**config.mk**
```make
export PLATFORM = sky130hd
export DESIGN_NAME = scan_mux_decoder_flat
export DESIGN_NICKNAME = d
export VERILOG_FILES = /design/src/rtl/scan_mux_decoder_if.sv /design/src/rtl/scan_mux_decoder.sv /design/src/flat_wrapper.sv
export SDC_FILE = /design/constraint.sdc
export NUM_CORES = 1
export LEC_CHECK = 0
export CAP_MARGIN = 20
export CELL_PAD_IN_SITES_DETAIL_PLACEMENT = 0
export CELL_PAD_IN_SITES_GLOBAL_PLACEMENT = 2
export CORE_ASPECT_RATIO = 1.4
export CORE_MARGIN = 2
export CORE_UTILIZATION = 32
export DETAILED_ROUTE_END_ITERATION = 8
export PLACE_DENSITY_LB_ADDON = 0.1
export SLEW_MARGIN = 40
export SYNTH_ARGS = -nofsm -noshare
export SYNTH_HDL_FRONTEND = slang
export SYNTH_SLANG_ARGS = --single-unit
```
**constraint.sdc**
```tcl
create_clock -name clk_i -period 6 [get_ports clk_i]
set_input_delay 0.6 -clock clk_i [delete_from_list [all_inputs] [get_ports clk_i]]
set_output_delay 0.6 -clock clk_i [all_outputs]
set_load 0.05 [all_outputs]
```
**src/rtl/scan_mux_decoder_if.sv**
```systemverilog
// Bus bundle for scan_mux_decoder: selection controls and channel data in,
// registered selected data, one-hot enables, channel index and scan step out.
interface scan_mux_decoder_if #(
   parameter int WIDTH    = 4,
   parameter int CHANNELS = 4
) ();
   localparam int SEL_W = $clog2(CHANNELS);

   logic                      en;
   logic                      auto;
   logic [SEL_W-1:0]          sel;
   logic [CHANNELS-1:0]       skip_mask;
   logic [CHANNELS*WIDTH-1:0] data_in;
   logic [WIDTH-1:0]          data_out;
   logic [CHANNELS-1:0]       ch_en;
   logic [SEL_W-1:0]          cur_ch;
   logic                      step;

   modport master (
      output en, auto, sel, skip_mask, data_in,
      input  data_out, ch_en, cur_ch, step
   );

   modport slave (
      input  en, auto, sel, skip_mask, data_in,
      output data_out, ch_en, cur_ch, step
   );
endinterface

```
**src/rtl/scan_mux_decoder.sv**
```systemverilog
// Registered N-channel mux with one-hot enable decoder and a prescaled
// round-robin scanner that skips masked channels; manual select otherwise.
module scan_mux_decoder #(
   parameter int WIDTH      = 4,
   parameter int CHANNELS   = 4,
   parameter int PRESCALE   = 100000,
   parameter int ACTIVE_LOW = 1
) (
   input  logic              clk_i,
   input  logic              reset_i,
   scan_mux_decoder_if.slave bus
);
   localparam int SEL_W = $clog2(CHANNELS);
   localparam int CNT_W = (PRESCALE > 1) ? $clog2(PRESCALE) : 1;
   localparam logic [CNT_W-1:0]    CNT_LAST = CNT_W'(PRESCALE - 1);
   localparam logic [CHANNELS-1:0] CH_IDLE  = (ACTIVE_LOW != 0) ? '1 : '0;

   logic [CNT_W-1:0]    count_q, count_d;
   logic [SEL_W-1:0]    cur_ch_q, cur_ch_d;
   logic [WIDTH-1:0]    data_out_q, data_out_d;
   logic [CHANNELS-1:0] ch_en_q, ch_en_d;
   logic                step_q, step_d;

   logic                tick_s;
   logic [SEL_W-1:0]    scan_ch_s;
   logic                scan_ok_s;
   logic                active_s;
   logic [CHANNELS-1:0] onehot_s;

   assign tick_s = (count_q == CNT_LAST);

   // Nearest unmasked channel after the current one; the downward loop keeps the closest hit.
   always_comb begin
      int idx;
      idx       = 0;
      scan_ch_s = cur_ch_q;
      scan_ok_s = !bus.skip_mask[cur_ch_q];
      for (int k = CHANNELS - 1; k >= 1; k--) begin
         idx = int'(cur_ch_q) + k;
         if (idx >= CHANNELS) begin
            idx = idx - CHANNELS;
         end else begin
            idx = idx;
         end
         if (!bus.skip_mask[idx]) begin
            scan_ch_s = SEL_W'(idx);
            scan_ok_s = 1'b1;
         end else begin
            scan_ok_s = scan_ok_s;
         end
      end
   end

   // Prescaler, channel pointer and step pulse next-state.
   always_comb begin
      count_d  = count_q;
      cur_ch_d = cur_ch_q;
      step_d   = 1'b0;
      if (!bus.en) begin
         count_d  = count_q;
         cur_ch_d = cur_ch_q;
      end else if (bus.auto) begin
         if (tick_s) begin
            count_d  = '0;
            cur_ch_d = scan_ch_s;
            step_d   = scan_ok_s;
         end else begin
            count_d = count_q + CNT_W'(1);
         end
      end else begin
         count_d = '0;
         if (int'(bus.sel) < CHANNELS) begin
            cur_ch_d = bus.sel;
         end else begin
            cur_ch_d = cur_ch_q;
         end
      end
   end

   // Enable and data follow the next channel so all outputs agree on every edge.
   always_comb begin
      active_s   = bus.en && !bus.skip_mask[cur_ch_d];
      onehot_s   = '0;
      data_out_d = '0;
      if (active_s) begin
         onehot_s[cur_ch_d] = 1'b1;
         data_out_d         = bus.data_in[int'(cur_ch_d)*WIDTH +: WIDTH];
      end else begin
         data_out_d = '0;
      end
      ch_en_d = onehot_s ^ CH_IDLE;
   end

   // State and output registers.
   always_ff @(posedge clk_i or posedge reset_i) begin
      if (reset_i) begin
         count_q    <= '0;
         cur_ch_q   <= '0;
         data_out_q <= '0;
         ch_en_q    <= CH_IDLE;
         step_q     <= 1'b0;
      end else begin
         count_q    <= count_d;
         cur_ch_q   <= cur_ch_d;
         data_out_q <= data_out_d;
         ch_en_q    <= ch_en_d;
         step_q     <= step_d;
      end
   end

   assign bus.data_out = data_out_q;
   assign bus.ch_en    = ch_en_q;
   assign bus.cur_ch   = cur_ch_q;
   assign bus.step     = step_q;
endmodule

```
**src/flat_wrapper.sv**
```systemverilog
// flat-port wrapper written by rule: the top's interface ports become plain ports
module scan_mux_decoder_flat 
#(
   parameter int WIDTH      = 4,
   parameter int CHANNELS   = 4,
   parameter int PRESCALE   = 100000,
   parameter int ACTIVE_LOW = 1
)
  (clk_i, reset_i, bus_en, bus_auto, bus_sel, bus_skip_mask, bus_data_in, bus_data_out, bus_ch_en, bus_cur_ch, bus_step);
  scan_mux_decoder_if #(.WIDTH(WIDTH), .CHANNELS(CHANNELS)) bus_i ();
  input  logic clk_i;
  input  logic reset_i;
  input wire logic [$bits(bus_i.en)-1:0] bus_en;
  input wire logic [$bits(bus_i.auto)-1:0] bus_auto;
  input wire logic [$bits(bus_i.sel)-1:0] bus_sel;
  input wire logic [$bits(bus_i.skip_mask)-1:0] bus_skip_mask;
  input wire logic [$bits(bus_i.data_in)-1:0] bus_data_in;
  output wire logic [$bits(bus_i.data_out)-1:0] bus_data_out;
  output wire logic [$bits(bus_i.ch_en)-1:0] bus_ch_en;
  output wire logic [$bits(bus_i.cur_ch)-1:0] bus_cur_ch;
  output wire logic [$bits(bus_i.step)-1:0] bus_step;
  assign bus_i.en = bus_en;
  assign bus_i.auto = bus_auto;
  assign bus_i.sel = bus_sel;
  assign bus_i.skip_mask = bus_skip_mask;
  assign bus_i.data_in = bus_data_in;
  assign bus_data_out = bus_i.data_out;
  assign bus_ch_en = bus_i.ch_en;
  assign bus_cur_ch = bus_i.cur_ch;
  assign bus_step = bus_i.step;
  scan_mux_decoder #(.WIDTH(WIDTH), .CHANNELS(CHANNELS), .PRESCALE(PRESCALE), .ACTIVE_LOW(ACTIVE_LOW)) u_core (.clk_i(clk_i), .reset_i(reset_i), .bus(bus_i));
endmodule
```
==> qor.yml <==
place_area_sq_mm: 0.00201
path_buf_inv: 2
status: "complete, no violations"
path_class: "primary input to flip-flop"
finalHoldViolations: 0
drv_cap: 0
skew_ns: 0.00557
synth_top_area_share_pct: 37.4
cts_tree: "done"
cp_top_family: "simple AND/OR/NAND/NOR gates"
antenna_found_initial: 0
routed_wl_um: 3970
detail_route.iter0.violations: 51
finalCritPeriodShare_pct: 46.3
vias: 1390
fin_nets: 236
synthDistinctLibCells: 37
wire_per_inst_um: 14.6
wl_met3_um: 169
diodes: 0
path_clk_slew_ns: 0.10
finalSetupViolations: 0
cellPowerDensity_mw_per_mm2: 219
ir_drop_uv: 95.9
leakagePower_nw: 0.846
die-area_sq_mm: 0.00560
place_hpwl_um: 3080
vias_per_cell: 5.11
crit_required_ns: 6.21
numCtsBuffers: 3
ys.flop_type: "dfrtp_1"
hold_path.class: "flip-flop to flip-flop"
wl_met2_um: 2100
grt_max_degree: 29
drt-met1-wl_um: 1610
tightest_slew_ns: 0.737
post_cts_buffers: 0
synthTopCellsByCount: "dfrtp_1, nor2b_1, nor2_1"
worstPathCellList: "clkdlybuf4s50_1, inv_2, or4_4, or2_4, or3_1, a21oi_1"
yosysMostFrequentCell: "dfrtp_1"
synth.area.top_cells: "dfrtp_1, nor2b_1, dfstp_2, mux2i_1, nor2_1"
drive_gt1_share_pct: 8.65
routed.top_layer: "met4"
critPathMaxFanout: 15
final_max_slew_viol_count: 0
synth_top_cell_by_area: "dfrtp_1"
io_buffers: 36
endpoint_kind: "flip-flop"
synth_warnings: 0
pin_count: 37
synth_nets: 202
clock_sinks: 28
p_total_uw: 459
rsz0062_at_grt: "no"
final_util_pct: 43.3
insertion_delay_ns: 0.28
grt_pass1_vias: 1408
grt.total_usage_pct: 14.7
overflow: 0
netlist_area_sq_mm: 0.00160
cp.arrival_ns: 2.98
syn_inst: 175
place_congestion: 0.781
postSynthAreaPerCell_sq_um: 9.17
timing.final.crit_period_ns: 2.78
dr.pass1.iters: 4
synth-edff-count: 0
coreArea_sq_mm: 0.00484
root_buffer: "clkbuf_8"
slew_headroom_pct: 50.3
critPathSlowestCell: "clkdlybuf4s50_1"
setup_tns_ns: 0
synth-seq-cells: 28
cts_buffer_depth: 2
ys_seq_area_share_pct: 44.0
design_area_sq_mm: 0.00210
hold_buffers: 0
synthArstFlopShare_pct: 100
cpPeakStageDelay_ns: 0.80
htreeDepth: 1
die_w_um: 63.8
cts_resized: 0
grt_pass1_wl_um: 6330
drc: 0
syn_to_final_growth_pct: 30.7
startpoint_type: "primary input"
start_util_pct: 33.1
antenna_left: 0
row_count: 30
die_y_um: 87.8
max_freq_mhz: 360
## path summary, 6_finish.rpt
kind	startpoint	to	slack (ns)	cells after the start
max in group asynchronous	reset_i	u_core.count_q[5]	4.91	2
worst max-delay path	bus_en	u_core.count_q[16]	3.22	6
min in group asynchronous	reset_i	u_core.count_q[16]	0.70	2
worst max register to register	u_core.count_q[13]	u_core.bus.data_out[3]	3.28	6
worst min-delay path	u_core.count_q[0]	u_core.count_q[0]	0.52	1
worst min register to register	u_core.count_q[0]	u_core.count_q[0]	0.52	1
## worst reg2reg max path: stages, from the launching register on
cell,delay (ns)
dfrtp_1,0.44
nor4bb_1,0.49
nand4_1,0.36
and3_1,0.33
a211oi_4,0.52
mux2i_1,0.34
o22ai_1,0.11
## layout by cell type, fill, tap and decap left out, types with 3 or more instances in the layout
cell type,instances
a21oi_1,6
clkbuf_8,3
clkdlybuf4s50_1,36
dfrtp_1,24
dfstp_2,4
inv_1,5
mux2i_1,9
nand2_1,13
nand3_1,6
nand4_1,6
nor2_1,15
nor2b_1,20
nor3_1,4
o21ai_0,11
o22ai_1,5
or3_1,7
xnor2_1,3
xor2_1,6
## per-layer routing
metal  vias to the layer above  global-route usage (%)
li1                        686                       -
met1                       658                    15.6
met2                        40                    28.2
met3                         6                    2.06
met4                         0                    6.72
met5                         -                       0
## report_power, final
part	internal, mW	switching [mW]	leakage (nW)
clock	0.0894	0.0601	0.0357
combinational	0.0445	0.0578	0.444
sequential	0.198	0.00911	0.367
## per-stage QoR
| stage | cells | hold slack, ns | setup slack (ns) |
|---|---|---|---|
| global placement | 268 | 0.487 | 2.96 |
| global route | 272 | 0.543 | 3.14 |
| finish | 272 | 0.522 | 3.22 |
| floorplan | 175 | 0.471 | 3.96 |
| CTS | 272 | 0.517 | 3.08 |
| detailed placement | 268 | 0.501 | 2.83 |
## registers in the layout, summed over array words and instances (netlist names)
name,flops
u_core.bus.ch_en,4
u_core.count_q,17
u_core.bus.data_out,4
u_core.bus.cur_ch,2
u_core.bus.step,1
## cells by family after synthesis
group           count (synthesis)  share of synthesized area [%]
simple gates                   81                           28.4
compound gates                 33                           12.7
flops                          28                           44.0
buf+inv                        14                           3.59
xor+xnor                        9                           4.91
mux                             9                           5.62
fa+ha+maj                       1                          0.780
## area by class of cell
type	count	area [sq um]
clock inverter	1	30.0
tap	64	80.1
sequential	28	706
fill	477	2750
clock buffer	3	41.3
timing repair buffer	36	360
multi-input combinational	133	852
inverter	7	26.3
(Power assumes the default switching activity.)
==> RTL change, RTL diff (same flow settings) <==
`data_out_q` no longer has a reset.
--- a/src/rtl/scan_mux_decoder.sv
+++ b/src/rtl/scan_mux_decoder.sv
@@ -97,5 +97,4 @@
          count_q    <= '0;
          cur_ch_q   <= '0;
-         data_out_q <= '0;
          ch_en_q    <= CH_IDLE;
          step_q     <= 1'b0;
@@ -103,8 +102,11 @@
          count_q    <= count_d;
          cur_ch_q   <= cur_ch_d;
-         data_out_q <= data_out_d;
          ch_en_q    <= ch_en_d;
          step_q     <= step_d;
       end
+   end
+
+   always_ff @(posedge clk_i) begin
+      data_out_q <= data_out_d;
    end
 
Formal check against the unedited RTL: not equivalent (a bounded check fails within 4 cycles, from zero or initial values and one cycle with reset_i high).
==> RTL change against the original RTL <==
Die area is 0.15% higher; worst setup slack better by 37 ps; first-iteration DRC count is 35% lower; sequential cell count stayed put; synthesized area is 0.16% higher; critical path depth stayed put; power is 1.4% lower; final area is 0.96% lower; clock skew is 2.8 ps lower; global-route usage is 0.49 points lower; wire length is 7.2% lower; combinational power is 5% lower; largest cell class unchanged.
==> RTL change: results (changes against the original RTL) <==
Status: finished clean
Hold WC Path Type: flip-flop to flip-flop
NumNets Final: 233 (-1.3%)
# Post-CTS Setup Buffers: 0 (unchanged)
DR pass1 iterations: 4 (unchanged)
Largest net degree at the start of global routing: 25 (-14%)
Mux cell area share after synthesis: 0.0623 (+0.00614)
Most flop-heavy register: u_core.count_q
RR Endpoint: u_core.bus.ch_en[1]$_DFF_PP1_
Sequential-to-total area share from yosys stat: 0.427 (-0.0131)
Max Root-Sink Buffers: 2 (unchanged)
R2R Setup Slk: 3260 ps (-20 ps)
Cts bufs inserted: 3 (unchanged)
Synth top area cells: dfrtp_1 31%, nor2b_1 6.6%, dfstp_2 6.5%, mux2i_1 6.2%, nor2_1 5.1%
Final estimated routing congestion in global placement: 0.725 (-7.1%)
Post-place instance area: 0.00200 mm² (-0.44%)
Clk_skew: 2.79 ps (-2.78 ps)
DR WL/cell: 13.7 µm (-6.1%)
Synth Area in Adders: 0.00779 (-0.0000122)
Syn_nets: 198 (-2.0%)
Least-Margin Pin Slew: 674 ps (-63.4 ps)
Worst Hold Path EP: u_core.count_q[0]$_DFFE_PP0P_
Post-synth top flop: dfrtp_1
N_diodes: 0 (unchanged)
Drt first-iter violations: 33 (-35%)
Post-synthesis xor/xnor area fraction: 0.0709 (+0.0217)
First-pass GRT wire length: 6.17 mm (-2.5%)
Hold Crit Depth: 1 (unchanged)
Crit path DAT: 2950 ps (-30 ps)
Clk slew on worst S/H paths: 100 ps (about the same)
Port buffer count: 36 (unchanged)
Synth async-reset ratio: 0.857 (-0.143)
HPWL Detailed: 2.82 mm (-8.3%)
Initial antenna violation count: 0 (unchanged)
Number of global-route vias before repair: 1315 (-6.6%)
Vias/cell: 4.86 (-4.9%)
Reg2reg start: u_core.count_q[5]$_DFFE_PP0P_
Pleak: 0.868 nW (+2.5%)
Syn. warnings: 0 (unchanged)
Peak supply drop: 0.0865 mV (-9.8%)
Post-synth cell types: 41 (+11%)
Compound-Gate Fraction of Synth Area: 0.0740 (-0.0532)
Setup_tns: 0 ps (unchanged)
Skew-Pair Late Insertion Delay: 280 ps (about the same)
Clock root cell: clkbuf_8
GRT Total Usage: 0.142 (-0.00487)
Critical path fanouts, max: 11 (-4)
Fillers: 504 (+5.7%)
Layout cells sized above 1: 0.0927 (+0.00614)
Post_cts resized: 0 (unchanged)
Reg2Reg Depth: 6 (unchanged)
Synth cell count leaders: 22 x nor2_1, 20 x dfrtp_1, 17 x nor2b_1, 13 x nand2_1, 10 x mux2i_1
Final Core Density: 0.429 (-0.00414)
Maximum level of the CTS H-tree: 1 (unchanged)
Max reg flops: 17 (unchanged)
Hold wc startpoint: u_core.count_q[0]$_DFFE_PP0P_
==> RTL change: cell types whose count changed in the layout (fill, tap and decap cells not counted), moves of 2 or more <==
cell / delta
nand3b_1: +2
nor2b_1: -3
o2bb2ai_1: -2
and3_1: +2
xnor2_1: +5
and4_1: -2
or4b_4: +2
or3_1: -3
dfxtp_1: +4
o21ai_0: -5
nor2_1: +7
a21oi_1: -6
dfrtp_1: -4
==> RTL change: routing by layer <==
metal	global-route usage	routed length, µm	up-vias
met2	0.273	2030	32
met5	0	0	-
li1	-	-	652
met1	0.153	1490	618
met4	0.0593	61	0
met3	0.0206	104	5
==> RTL change: through the flow <==
| stage | hold slack (ps) | worst slack, ps | instances |
|---|---|---|---|
| 2_1_floorplan | 477 | 3740 | 171 |
| 3_3_place_gp | 498 | 3080 | 265 |
| 3_5_place_dp | 505 | 3030 | 265 |
| 4_1_cts | 519 | 3230 | 269 |
| 5_1_grt | 538 | 3090 | 269 |
| 6_report | 517 | 3260 | 269 |
==> RTL change: cell families (layout without fill, tap and decap cells) <==
| family | after synthesis | count (layout) |
|---|---|---|
| buf+inv | 13 | 47 |
| flops | 28 | 28 |
| mux | 10 | 10 |
| fa+ha+maj | 1 | 1 |
| xor+xnor | 13 | 13 |
| simple gates | 88 | 88 |
| compound gates | 18 | 18 |
==> RTL change: power by group <==
part	leakage, nW	internal, mW	switching [mW]	total [mW]
registers	0.348	0.197	0.00719	0.204
clock network	0.0357	0.0895	0.0622	0.152
logic	0.484	0.0421	0.0547	0.0968
==> RTL change: worst max path at each step <==
stage                                  start                             to  slack, ps  depth (start not counted)
2_1_floorplan  u_core.count_q[5]$_DFFE_PP0P_  u_core.bus.ch_en[2]$_DFF_PP1_       3740                          6
6_report       u_core.count_q[5]$_DFFE_PP0P_  u_core.bus.ch_en[1]$_DFF_PP1_       3260                          6
3_5_place_dp                          bus_en  u_core.bus.ch_en[2]$_DFF_PP1_       3030                          6
3_3_place_gp                          bus_en  u_core.bus.ch_en[3]$_DFF_PP1_       3080                          6
5_1_grt        u_core.count_q[5]$_DFFE_PP0P_  u_core.bus.ch_en[0]$_DFF_PP1_       3090                          6
4_1_cts        u_core.count_q[5]$_DFFE_PP0P_  u_core.bus.ch_en[1]$_DFF_PP1_       3230                          6
==> RTL change: worst max-delay path, cell delays in order, from the launching register on <==
cell and delay, ps:
dfrtp_1 440, or4b_4 580, nor4_4 380, o221ai_1 210, a21oi_2 540, inv_1 140
or3_1 370
==> RTL change: area by class of cell <==
type	count	share of cell area
repair buffers	36	0.174
well taps	64	0.0386
inverters	7	0.0127
clock buffers	3	0.0199
clock inverters	1	0.0145
flip-flops and latches	28	0.330
multi-input cells	130	0.410
